===== config.mk =====
export PLATFORM = sky130hd
export DESIGN_NAME = param_tiny_processor
export DESIGN_NICKNAME = d
export VERILOG_FILES = /design/src/rtl/tp_pkg.sv /design/src/rtl/tp_prog_mem.sv /design/src/rtl/param_tiny_processor.sv
export SDC_FILE = /design/constraint.sdc
export NUM_CORES = 1
export LEC_CHECK = 0
export ABC_AREA = 1
export BUFFER_PORTS_ARGS = -buffer_cell sky130_fd_sc_hd__buf_2
export CELL_PAD_IN_SITES_DETAIL_PLACEMENT = 0
export CELL_PAD_IN_SITES_GLOBAL_PLACEMENT = 1
export CORE_ASPECT_RATIO = 1.75
export CORE_MARGIN = 5
export CORE_UTILIZATION = 43
export CTS_CLUSTER_DIAMETER = 150
export CTS_CLUSTER_SIZE = 10
export DETAILED_ROUTE_END_ITERATION = 10
export PLACE_DENSITY_LB_ADDON = 0.1
export SLEW_MARGIN = 20
export SYNTH_ARGS = -nofsm -noshare
export SYNTH_HDL_FRONTEND = slang
export SYNTH_SLANG_ARGS = --single-unit

===== constraint.sdc =====
create_clock -name clock -period 1.9 [get_ports clock]
set_clock_uncertainty 0.15 [all_clocks]
set_input_delay 0.19 -clock clock [delete_from_list [all_inputs] [get_ports clock]]
set_output_delay 0.19 -clock clock [all_outputs]
set_load 0.005 [all_outputs]

===== src/rtl/tp_pkg.sv =====
`default_nettype none
// ============================================================================
// Module      : tp_pkg
// Description : Shared opcodes, FSM state encoding and decode control word
//               for the parametrised tiny accumulator processor.
// Revision    : 1.0 - initial release
// ============================================================================
package tp_pkg;

   // Opcodes: dest <= src + IMM unless noted
   localparam logic [3:0] OP_MOVA  = 4'h0;  // A   <= 0 + I
   localparam logic [3:0] OP_MOVB  = 4'h1;  // B   <= 0 + I
   localparam logic [3:0] OP_MOVAB = 4'h2;  // A   <= B + I
   localparam logic [3:0] OP_MOVBA = 4'h3;  // B   <= A + I
   localparam logic [3:0] OP_ADDA  = 4'h4;  // A   <= A + I
   localparam logic [3:0] OP_ADDB  = 4'h5;  // B   <= B + I
   localparam logic [3:0] OP_INA   = 4'h6;  // A   <= IN + I
   localparam logic [3:0] OP_INB   = 4'h7;  // B   <= IN + I
   localparam logic [3:0] OP_OUTI  = 4'h8;  // OUT <= 0 + I
   localparam logic [3:0] OP_OUTB  = 4'h9;  // OUT <= B + I
   localparam logic [3:0] OP_JMP   = 4'hA;
   localparam logic [3:0] OP_JNC   = 4'hB;
   localparam logic [3:0] OP_HLT   = 4'hC;
   localparam logic [3:0] OP_JNZ   = 4'hD;
   localparam logic [3:0] OP_NOP   = 4'hE;  // 4'hF decodes as NOP too

   typedef enum logic [2:0] {
      ST_HALT   = 3'd0,
      ST_FETCH  = 3'd1,
      ST_DECODE = 3'd2,
      ST_SELECT = 3'd3,
      ST_EXEC   = 3'd4,
      ST_WB     = 3'd5
   } tp_state_t;

   // Operand source select
   localparam logic [1:0] SEL_ZERO = 2'd0;
   localparam logic [1:0] SEL_A    = 2'd1;
   localparam logic [1:0] SEL_B    = 2'd2;
   localparam logic [1:0] SEL_IN   = 2'd3;

   // Write-back enables {OUT, B, A}
   localparam logic [2:0] WR_NONE = 3'b000;
   localparam logic [2:0] WR_A    = 3'b001;
   localparam logic [2:0] WR_B    = 3'b010;
   localparam logic [2:0] WR_OUT  = 3'b100;

   typedef struct packed {
      logic [2:0] wr_en;
      logic       jump;
      logic       halt;
      logic [1:0] sel;
   } tp_ctrl_t;

endpackage
`default_nettype wire


===== src/rtl/tp_prog_mem.sv =====
`default_nettype none
// ============================================================================
// Module      : tp_prog_mem
// Description : Program store, 2^ADDR_W words; synchronous write,
//               asynchronous read. Contents are deliberately not reset.
// Revision    : 1.0 - initial release
// ============================================================================
module tp_prog_mem #(
   parameter int WORD_W = 8,
   parameter int ADDR_W = 4
) (
   input  logic              clock,
   input  logic              i_we,
   input  logic [ADDR_W-1:0] i_wr_addr,
   input  logic [WORD_W-1:0] i_wr_data,
   input  logic [ADDR_W-1:0] i_rd_addr,
   output logic [WORD_W-1:0] o_rd_data
);

   localparam int c_DEPTH = 1 << ADDR_W;

   logic [WORD_W-1:0] r_mem [c_DEPTH];

   // Loader write port; gating against run state is done by the caller
   always_ff @(posedge clock) begin
      if (i_we) begin
         r_mem[i_wr_addr] <= i_wr_data;
      end
   end

   assign o_rd_data = r_mem[i_rd_addr];

endmodule
`default_nettype wire


===== src/rtl/param_tiny_processor.sv =====
`default_nettype none
// ============================================================================
// Module      : param_tiny_processor
// Description : Multi-cycle accumulator processor (A/B, carry/zero flags,
//               GPIO) with run-time loadable program RAM and a HALT state.
//               Five clocks per instruction: FETCH DECODE SELECT EXEC WB.
// Revision    : 1.0 - initial release
// ============================================================================
module param_tiny_processor
   import tp_pkg::*;
#(
   parameter int DATA_W = 4,
   parameter int ADDR_W = 4
) (
   input  logic                clock,
   input  logic                reset_p,
   input  logic                start,
   input  logic                stop,
   input  logic                prog_we,
   input  logic [ADDR_W-1:0]   prog_addr,
   input  logic [DATA_W+3:0]   prog_data,
   input  logic [DATA_W-1:0]   gpio_in,
   output logic [DATA_W-1:0]   gpio_out,
   output logic                halted,
   output logic [ADDR_W-1:0]   pc_out,
   output logic [1:0]          flags_out
);

   localparam int                c_WORD_W = DATA_W + 4;
   localparam logic [ADDR_W-1:0] c_PC_ONE = ADDR_W'(1);

   tp_state_t         r_state;
   logic              r_halted;
   logic [ADDR_W-1:0] r_pc;
   logic [DATA_W-1:0] r_a;
   logic [DATA_W-1:0] r_b;
   logic [DATA_W-1:0] r_gpio_out;
   logic              r_cf;
   logic              r_zf;
   logic              r_stop_pend;
   logic [3:0]        r_op;
   logic [DATA_W-1:0] r_imm;
   tp_ctrl_t          r_ctrl;
   logic [DATA_W-1:0] r_sel_val;
   logic [DATA_W-1:0] r_res;

   logic [c_WORD_W-1:0] w_word;
   logic [DATA_W:0]     w_sum;
   logic                w_mem_we;
   logic                w_to_halt;

   // Loader writes only land while halted; reset takes priority
   assign w_mem_we  = prog_we && !reset_p && (r_state == ST_HALT);
   assign w_sum     = {1'b0, r_sel_val} + {1'b0, r_imm};
   assign w_to_halt = stop || r_stop_pend || r_ctrl.halt;

   tp_prog_mem #(
      .WORD_W (c_WORD_W),
      .ADDR_W (ADDR_W)
   ) u_prog_mem (
      .clock     (clock),
      .i_we      (w_mem_we),
      .i_wr_addr (prog_addr),
      .i_wr_data (prog_data),
      .i_rd_addr (r_pc),
      .o_rd_data (w_word)
   );

   // Jump/halt conditions are resolved here from the flags of the
   // previous instruction, before this instruction's EXEC updates them.
   function automatic tp_ctrl_t f_decode(input logic [3:0] op,
                                         input logic       cf,
                                         input logic       zf);
      tp_ctrl_t c;
      c = '{wr_en: WR_NONE, jump: 1'b0, halt: 1'b0, sel: SEL_ZERO};
      case (op)
         OP_MOVA:  c.wr_en = WR_A;
         OP_MOVB:  c.wr_en = WR_B;
         OP_MOVAB: begin c.wr_en = WR_A;   c.sel = SEL_B;  end
         OP_MOVBA: begin c.wr_en = WR_B;   c.sel = SEL_A;  end
         OP_ADDA:  begin c.wr_en = WR_A;   c.sel = SEL_A;  end
         OP_ADDB:  begin c.wr_en = WR_B;   c.sel = SEL_B;  end
         OP_INA:   begin c.wr_en = WR_A;   c.sel = SEL_IN; end
         OP_INB:   begin c.wr_en = WR_B;   c.sel = SEL_IN; end
         OP_OUTI:  c.wr_en = WR_OUT;
         OP_OUTB:  begin c.wr_en = WR_OUT; c.sel = SEL_B;  end
         OP_JMP:   c.jump  = 1'b1;
         OP_JNC:   c.jump  = !cf;
         OP_HLT:   c.halt  = 1'b1;
         OP_JNZ:   c.jump  = !zf;
         default:  ;
      endcase
      return c;
   endfunction

   // Sequencer and datapath: one instruction per FETCH..WB pass
   always_ff @(posedge clock) begin
      if (reset_p) begin
         r_state     <= ST_HALT;
         r_halted    <= 1'b1;
         r_pc        <= '0;
         r_a         <= '0;
         r_b         <= '0;
         r_gpio_out  <= '0;
         r_cf        <= 1'b0;
         r_zf        <= 1'b0;
         r_stop_pend <= 1'b0;
         r_op        <= '0;
         r_imm       <= '0;
         r_ctrl      <= '0;
         r_sel_val   <= '0;
         r_res       <= '0;
      end else begin
         case (r_state)
            ST_HALT: begin
               if (start && !stop) begin
                  r_state  <= ST_FETCH;
                  r_halted <= 1'b0;
               end
            end
            ST_FETCH: begin
               r_op    <= w_word[c_WORD_W-1:DATA_W];
               r_imm   <= w_word[DATA_W-1:0];
               r_state <= ST_DECODE;
            end
            ST_DECODE: begin
               r_ctrl  <= f_decode(r_op, r_cf, r_zf);
               r_state <= ST_SELECT;
            end
            ST_SELECT: begin
               case (r_ctrl.sel)
                  SEL_A:   r_sel_val <= r_a;
                  SEL_B:   r_sel_val <= r_b;
                  SEL_IN:  r_sel_val <= gpio_in;
                  default: r_sel_val <= '0;
               endcase
               r_state <= ST_EXEC;
            end
            ST_EXEC: begin
               r_cf    <= w_sum[DATA_W];
               r_res   <= w_sum[DATA_W-1:0];
               r_zf    <= (w_sum[DATA_W-1:0] == '0);
               r_state <= ST_WB;
            end
            ST_WB: begin
               if (r_ctrl.wr_en[0]) r_a        <= r_res;
               if (r_ctrl.wr_en[1]) r_b        <= r_res;
               if (r_ctrl.wr_en[2]) r_gpio_out <= r_res;
               r_pc     <= r_ctrl.jump ? r_res[ADDR_W-1:0] : r_pc + c_PC_ONE;
               r_state  <= w_to_halt ? ST_HALT : ST_FETCH;
               r_halted <= w_to_halt;
            end
            default: begin
               r_state  <= ST_HALT;
               r_halted <= 1'b1;
            end
         endcase

         // A stop seen mid-instruction is remembered until the WB boundary
         if (r_state == ST_WB) begin
            r_stop_pend <= 1'b0;
         end else if (r_state != ST_HALT && stop) begin
            r_stop_pend <= 1'b1;
         end
      end
   end

   assign gpio_out  = r_gpio_out;
   assign halted    = r_halted;
   assign pc_out    = r_pc;
   assign flags_out = {r_zf, r_cf};

endmodule
`default_nettype wire


* Word level (Yosys, flattened, before mapping)
Memories as Yosys holds them, arrays and structs flattened. A register that Yosys moved wholly into a read port is not among the register bits.
Cells that the tools add are included.
Widths: inputs -> output; s select.
** Operators by class
- $add $sub $neg :: 2
- Equality and inequality tests :: 22
- Mux-type cells :: 13
- Bitwise logic cells :: 1
- Reduce and logical (&&, ||, !) cells :: 26
** Operators by type and width (count)
- $eq 4x4->1 const B :: 6
- $pmux 3 s6 :: 1
- $eq 4x3->1 const B :: 4
- $pmux 4 s3 :: 1
- $reduce_or 4->1 :: 3
- $pmux 3 s3 :: 1
- $eq 4x2->1 const B :: 2
- $logic_not 4->1 :: 2
- $reduce_and 2->1 :: 4
- $reduce_or 2->1 :: 4
- $eq 3x2->1 const B :: 2
- $eq 3x3->1 const B :: 2
- $pmux 1 s3 :: 2
- $pmux 2 s3 :: 1
- $add 4x4->5 :: 1
- $mux 1 :: 5
- $add 4x1->4 const B :: 1
- $eq 2x2->1 const B :: 2
- $eq 4x1->1 const B :: 1
- $logic_and 1x1->1 :: 4
- $logic_not 1->1 :: 4
- $mux 4 :: 1
- $eq 3x1->1 const B :: 1
- $logic_not 3->1 :: 1
- 7 further kinds :: 8
** Storage, ports and cells
- Flip-flop bits (word level) :: 38
- Memory bits (writable) :: 128
- Output and inout bits :: 11
- Logic and storage cells :: 80
- Memories :: 1
** Memory list
- u_prog_mem.r_mem :: words 16, bits a word 8, read ports 1, clocked after memory_dff 1, wr ports 1, RTL line tp_prog_mem.sv:22 : logic [WORD_W-1:0] r_mem [c_DEPTH];

* Logic depth before layout (Yosys ltp)
- Depth after elaboration :: 5
- Depth in mapped cells :: 11
- Mapped depth without buffers :: 9

* Cells and area by module
From an unflattened synthesis, not the netlist that was laid out.
** Second synthesis, totals
- Cells, all modules :: 827
- Area total of the unflattened synthesis :: 7681.1 µm²
** Modules (own cells, without submodules)
- tp_prog_mem :: instances 1, cells each 543, area an instance 5606.6 µm²
- param_tiny_processor :: instances 1, cells each 284, area an instance 2074.5 µm²

* Worst setup path after synthesis
OpenSTA, ideal clock, no wires.
- Path kind :: register to register
- Start point :: register r_state[2]
- End point :: memory u_prog_mem.r_mem[0][0], enable pin
- Library setup time :: 370 ps
- Data arrival time :: 1298 ps
- Required time :: 1380 ps
- Slack :: 82 ps
- Stages on the path, launching flop included :: 6
- Period minus slack after synthesis :: 1818 ps
- Cells stage by stage :: dfxtp_1 > nor2_1 > nand2_1 > nor2_1 > nand3_1 > nor2_1
** Between the ends
- Longest elaborated chain between the ends :: 4
** Ends and longest elaborated chain
- start, declared :: RTL line param_tiny_processor.sv:32 : tp_state_t r_state;
- start signal, assigned :: RTL line param_tiny_processor.sv:150 : r_state <= w_to_halt ? ST_HALT : ST_FETCH;
- $logic_not 3->1 :: RTL line param_tiny_processor.sv:53 : assign w_mem_we = prog_we && !reset_p && (r_state == ST_HALT);
- $logic_and 1x1->1 :: RTL line param_tiny_processor.sv:53
- $mux 1 :: RTL line tp_prog_mem.sv:26 : if (i_we) begin
- $mux 1 (not written as such) :: RTL line tp_prog_mem.sv:27 : r_mem[i_wr_addr] <= i_wr_data;
- end, declared :: RTL line tp_prog_mem.sv:22
Every way passes these cells.

* Worst setup path after layout
- Start point :: register r_state[0]
- End point :: memory u_prog_mem.r_mem[8][0], enable pin
The elaborated chain is that of the path after synthesis.

==> impl_metrics.ini <==
[finish]
diodes = 0
area_growth_pct = 15.6
fin_cells = 1101
nets = 884
layout-drive-gt1-share = 0.128
num-fill-cells = 1701
design_area_mm2 = 0.00873

[run_status]
status = finished, final reports clean

[clock_tree]
cts-root-buf = clkbuf_16
clk_latency_ns = 0.43
cts.reportedPaths.clkPinSlew_ns = 0.06
clock_sinks = 174
cts_tree = built
clockBufferDepth = 2
htreeDepth = 4
numCtsBuffers = 17

[setup_path]
rr_startpoint = r_state[0]$_SDFFE_PP0P_
critPathLaunchType = flop
rr_worst_depth = 8
r2r_setup_slack_ns = 0.11
r2r-end = u_prog_mem.r_mem[8][0]$_DFFE_PP_
cp.required_ns = 1.88
critical_path_class = flop to flop
crit_fanout = 8
end_kind = flop
crit_arrival_ns = 1.78

[pwr]
netSwitchingFraction = 0.248
p_int_mw = 6.29
ir_drop_v = 0.000566
p_leak_nw = 3.62
pwr-share-comb = 0.095
pwr-share-clk = 0.382
power_density_mw_per_mm2 = 958
switchingPower_mw = 2.07
pwr-share-seq = 0.523

[route]
drtIter0Drc = 382
via_per_inst = 5.08
wl_per_cell_um = 18.6
routed_wl_um = 20400
vias = 5596
drt_pass1_iterations = 5
ant_nets = 0
drc = 0

[placed_design]
dp_slack_ns = -0.0135
dp.cells = 1067
port_buffers = 31
postPlaceCellArea_mm2 = 0.00813
gp_congestion = 0.859
hpwl_um = 15100

[grt]
grt_pass1_wl_um = 30900
antenna_found_initial = 0
overflow = 0
grt_usage = 0.213
grt_max_degree = 65
grt_pass1_vias = 5648

[timing]
setup_violations = 0
timing.final.ws_setup_ns = 0.106
slew_headroom = 0.680
finalCritPeriodShare = 0.944
tightest_slew_ns = 0.478
fmax_mhz = 557
finalHoldViolations = 0
timing.final.crit_period_ns = 1.79
drv_slew = 0
finalHoldWorstSlack_ns = 0.0348

[floorplan]
rows = 64
dieWidth_um = 110
start_util = 0.435
core_mm2 = 0.0174
io_pins = 32
die_h_um = 185
dieArea_mm2 = 0.0204

[yosys]
yosysWarnings = 0
synth_edf_count = 128
synth_ff_type = edfxtp_1
syn-num-nets = 831
synth.cell_area_mm2 = 0.00755
yosysUniqueCellTypes = 27
yosysSeqAreaShare = 0.631
synthesis.instances = 804
synth-seq-cells = 174
async_reset_ff_frac = 0
avgSynthCellArea_um2 = 9.39

[run]
maxCapViolCount = 0

[min_path]
min_from = start
hold_class = primary input to flop
hold_end = r_state[0]$_SDFFE_PP0P_
whs_path_depth = 5
==> worst max-delay path by stage <==
stage	from	to	slack [ns]	cells past startpoint
floorplan	r_state[2]$_SDFFE_PP0P_	u_prog_mem.r_mem[0][0]$_DFFE_PP_	0.08	5
global placement	r_state[2]$_SDFFE_PP0P_	u_prog_mem.r_mem[3][2]$_DFFE_PP_	-0.02	7
detailed placement	r_state[2]$_SDFFE_PP0P_	u_prog_mem.r_mem[3][2]$_DFFE_PP_	-0.01	7
CTS	r_state[2]$_SDFFE_PP0P_	u_prog_mem.r_mem[6][7]$_DFFE_PP_	-0.003	7
global route	r_state[0]$_SDFFE_PP0P_	u_prog_mem.r_mem[4][0]$_DFFE_PP_	-0.03	8
finish	r_state[0]$_SDFFE_PP0P_	u_prog_mem.r_mem[8][0]$_DFFE_PP_	0.11	8
==> layer usage <==
metal / vias to the layer above / global-route usage / part of all wire
met5: - / 0 / 0
met4: 0 / 0.0735 / 0.026
li1: 2750 / - / -
met3: 27 / 0.0366 / 0.023
met2: 116 / 0.428 / 0.59
met1: 2703 / 0.209 / 0.36
==> per-stage QoR <==
step	setup TNS, ns	total power [mW]	util
after detailed placement	-0.159	5.22	0.468
after global placement	-0.221	5.21	0.468
after floorplan	0	4.89	-
after global routing	-0.428	8.71	0.502
after CTS	-0.0149	8.41	0.501
final	0	8.36	0.502
==> area by class of cell <==
| class | instances | area (um^2) | area share |
|---|---|---|---|
| Clock inverter | 14 | 119 | 0.0136 |
| Tap cell | 231 | 289 | 0.0331 |
| Timing Repair Buffer | 71 | 503 | 0.0576 |
| Clock buffer | 18 | 429 | 0.0492 |
| Sequential cell | 174 | 4770 | 0.546 |
| Inverter | 102 | 383 | 0.0439 |
| Multi-Input combinational cell | 491 | 2240 | 0.257 |
==> registers in the layout, indices dropped and copies added (netlist names), 3 cells and up <==
name	cells
gpio_out	4
u_prog_mem.r_mem	128
r_a	4
pc_out	4
r_b	4
r_sel_val	4
r_imm	4
r_res	4
r_ctrl	7
r_op	4
r_state	3
==> cell usage after synthesis (4+ instances only) <==
master | n | share of area
a21oi_1 | 35 | 0.023
o21a_1 | 4 | 0.0040
buf_4 | 9 | 0.0089
o211ai_1 | 5 | 0.0050
nor2_1 | 32 | 0.016
dfxtp_1 | 46 | 0.12
nand3_1 | 130 | 0.086
edfxtp_1 | 128 | 0.51
o21ai_0 | 13 | 0.0086
nand2_1 | 251 | 0.12
ha_1 | 5 | 0.0083
buf_2 | 15 | 0.0099
inv_1 | 98 | 0.049
clkbuf_1 | 12 | 0.0060
==> cell usage in the layout, fill, tap and decap left out, drive strengths merged, types with 6 or more instances in the layout <==
| cell type | Yosys | layout |
|---|---|---|
| nand2 | 251 | 251 |
| nand3 | 130 | 130 |
| edfxtp | 128 | 128 |
| inv | 101 | 103 |
| buf | 25 | 70 |
| dfxtp | 46 | 46 |
| a21oi | 35 | 35 |
| nor2 | 33 | 33 |
| clkbuf | 12 | 18 |
| o21ai | 13 | 13 |
| clkinvlp | 0 | 6 |
| clkinv | 1 | 6 |
==> what timing repair did <==
item                       in CTS  in global routing
gates cloned                    0                  0
hold buffers                    1                  0
gates resized for setup         3                  6
pin swaps                       0                  1
buffers inserted                0                  1
setup endpoints to repair      37                125
hold endpoints to repair        2                  0
==> power by group through the flow <==
stage | registers, mW | logic (mW) | clock network, mW
CTS | 4.37 | 0.778 | 3.26
detailed placement | 4.45 | 0.769 | 0
global route | 4.39 | 0.896 | 3.42
global placement | 4.45 | 0.761 | 0
finish | 4.37 | 0.794 | 3.20
floorplan | 4.38 | 0.504 | 0
==> kinds of logic (layout without fill, tap and decap cells) <==
group / after synthesis / count (layout) / synth area share
AND/OR/NAND/NOR: 420 / 420 / 0.233
adder cells (fa/ha/maj): 6 / 6 / 0.0109
multiplexers: 1 / 1 / 0.00133
buffers and inverters: 139 / 205 / 0.0760
AO/OA/AOI/OAI: 61 / 61 / 0.0441
flip-flops: 174 / 174 / 0.631
XOR/XNOR: 3 / 3 / 0.00348
==> worst max-delay path, stage by stage (launching register included) <==
cell     delay [ns]
dfxtp_1        0.34
nor2_2         0.15
nand2_1        0.10
nor2_2         0.12
buf_6          0.13
nand3_1        0.07
buf_4          0.17
nor2_1         0.10
buf_4          0.18
Power figures use the tool's default switching activity.
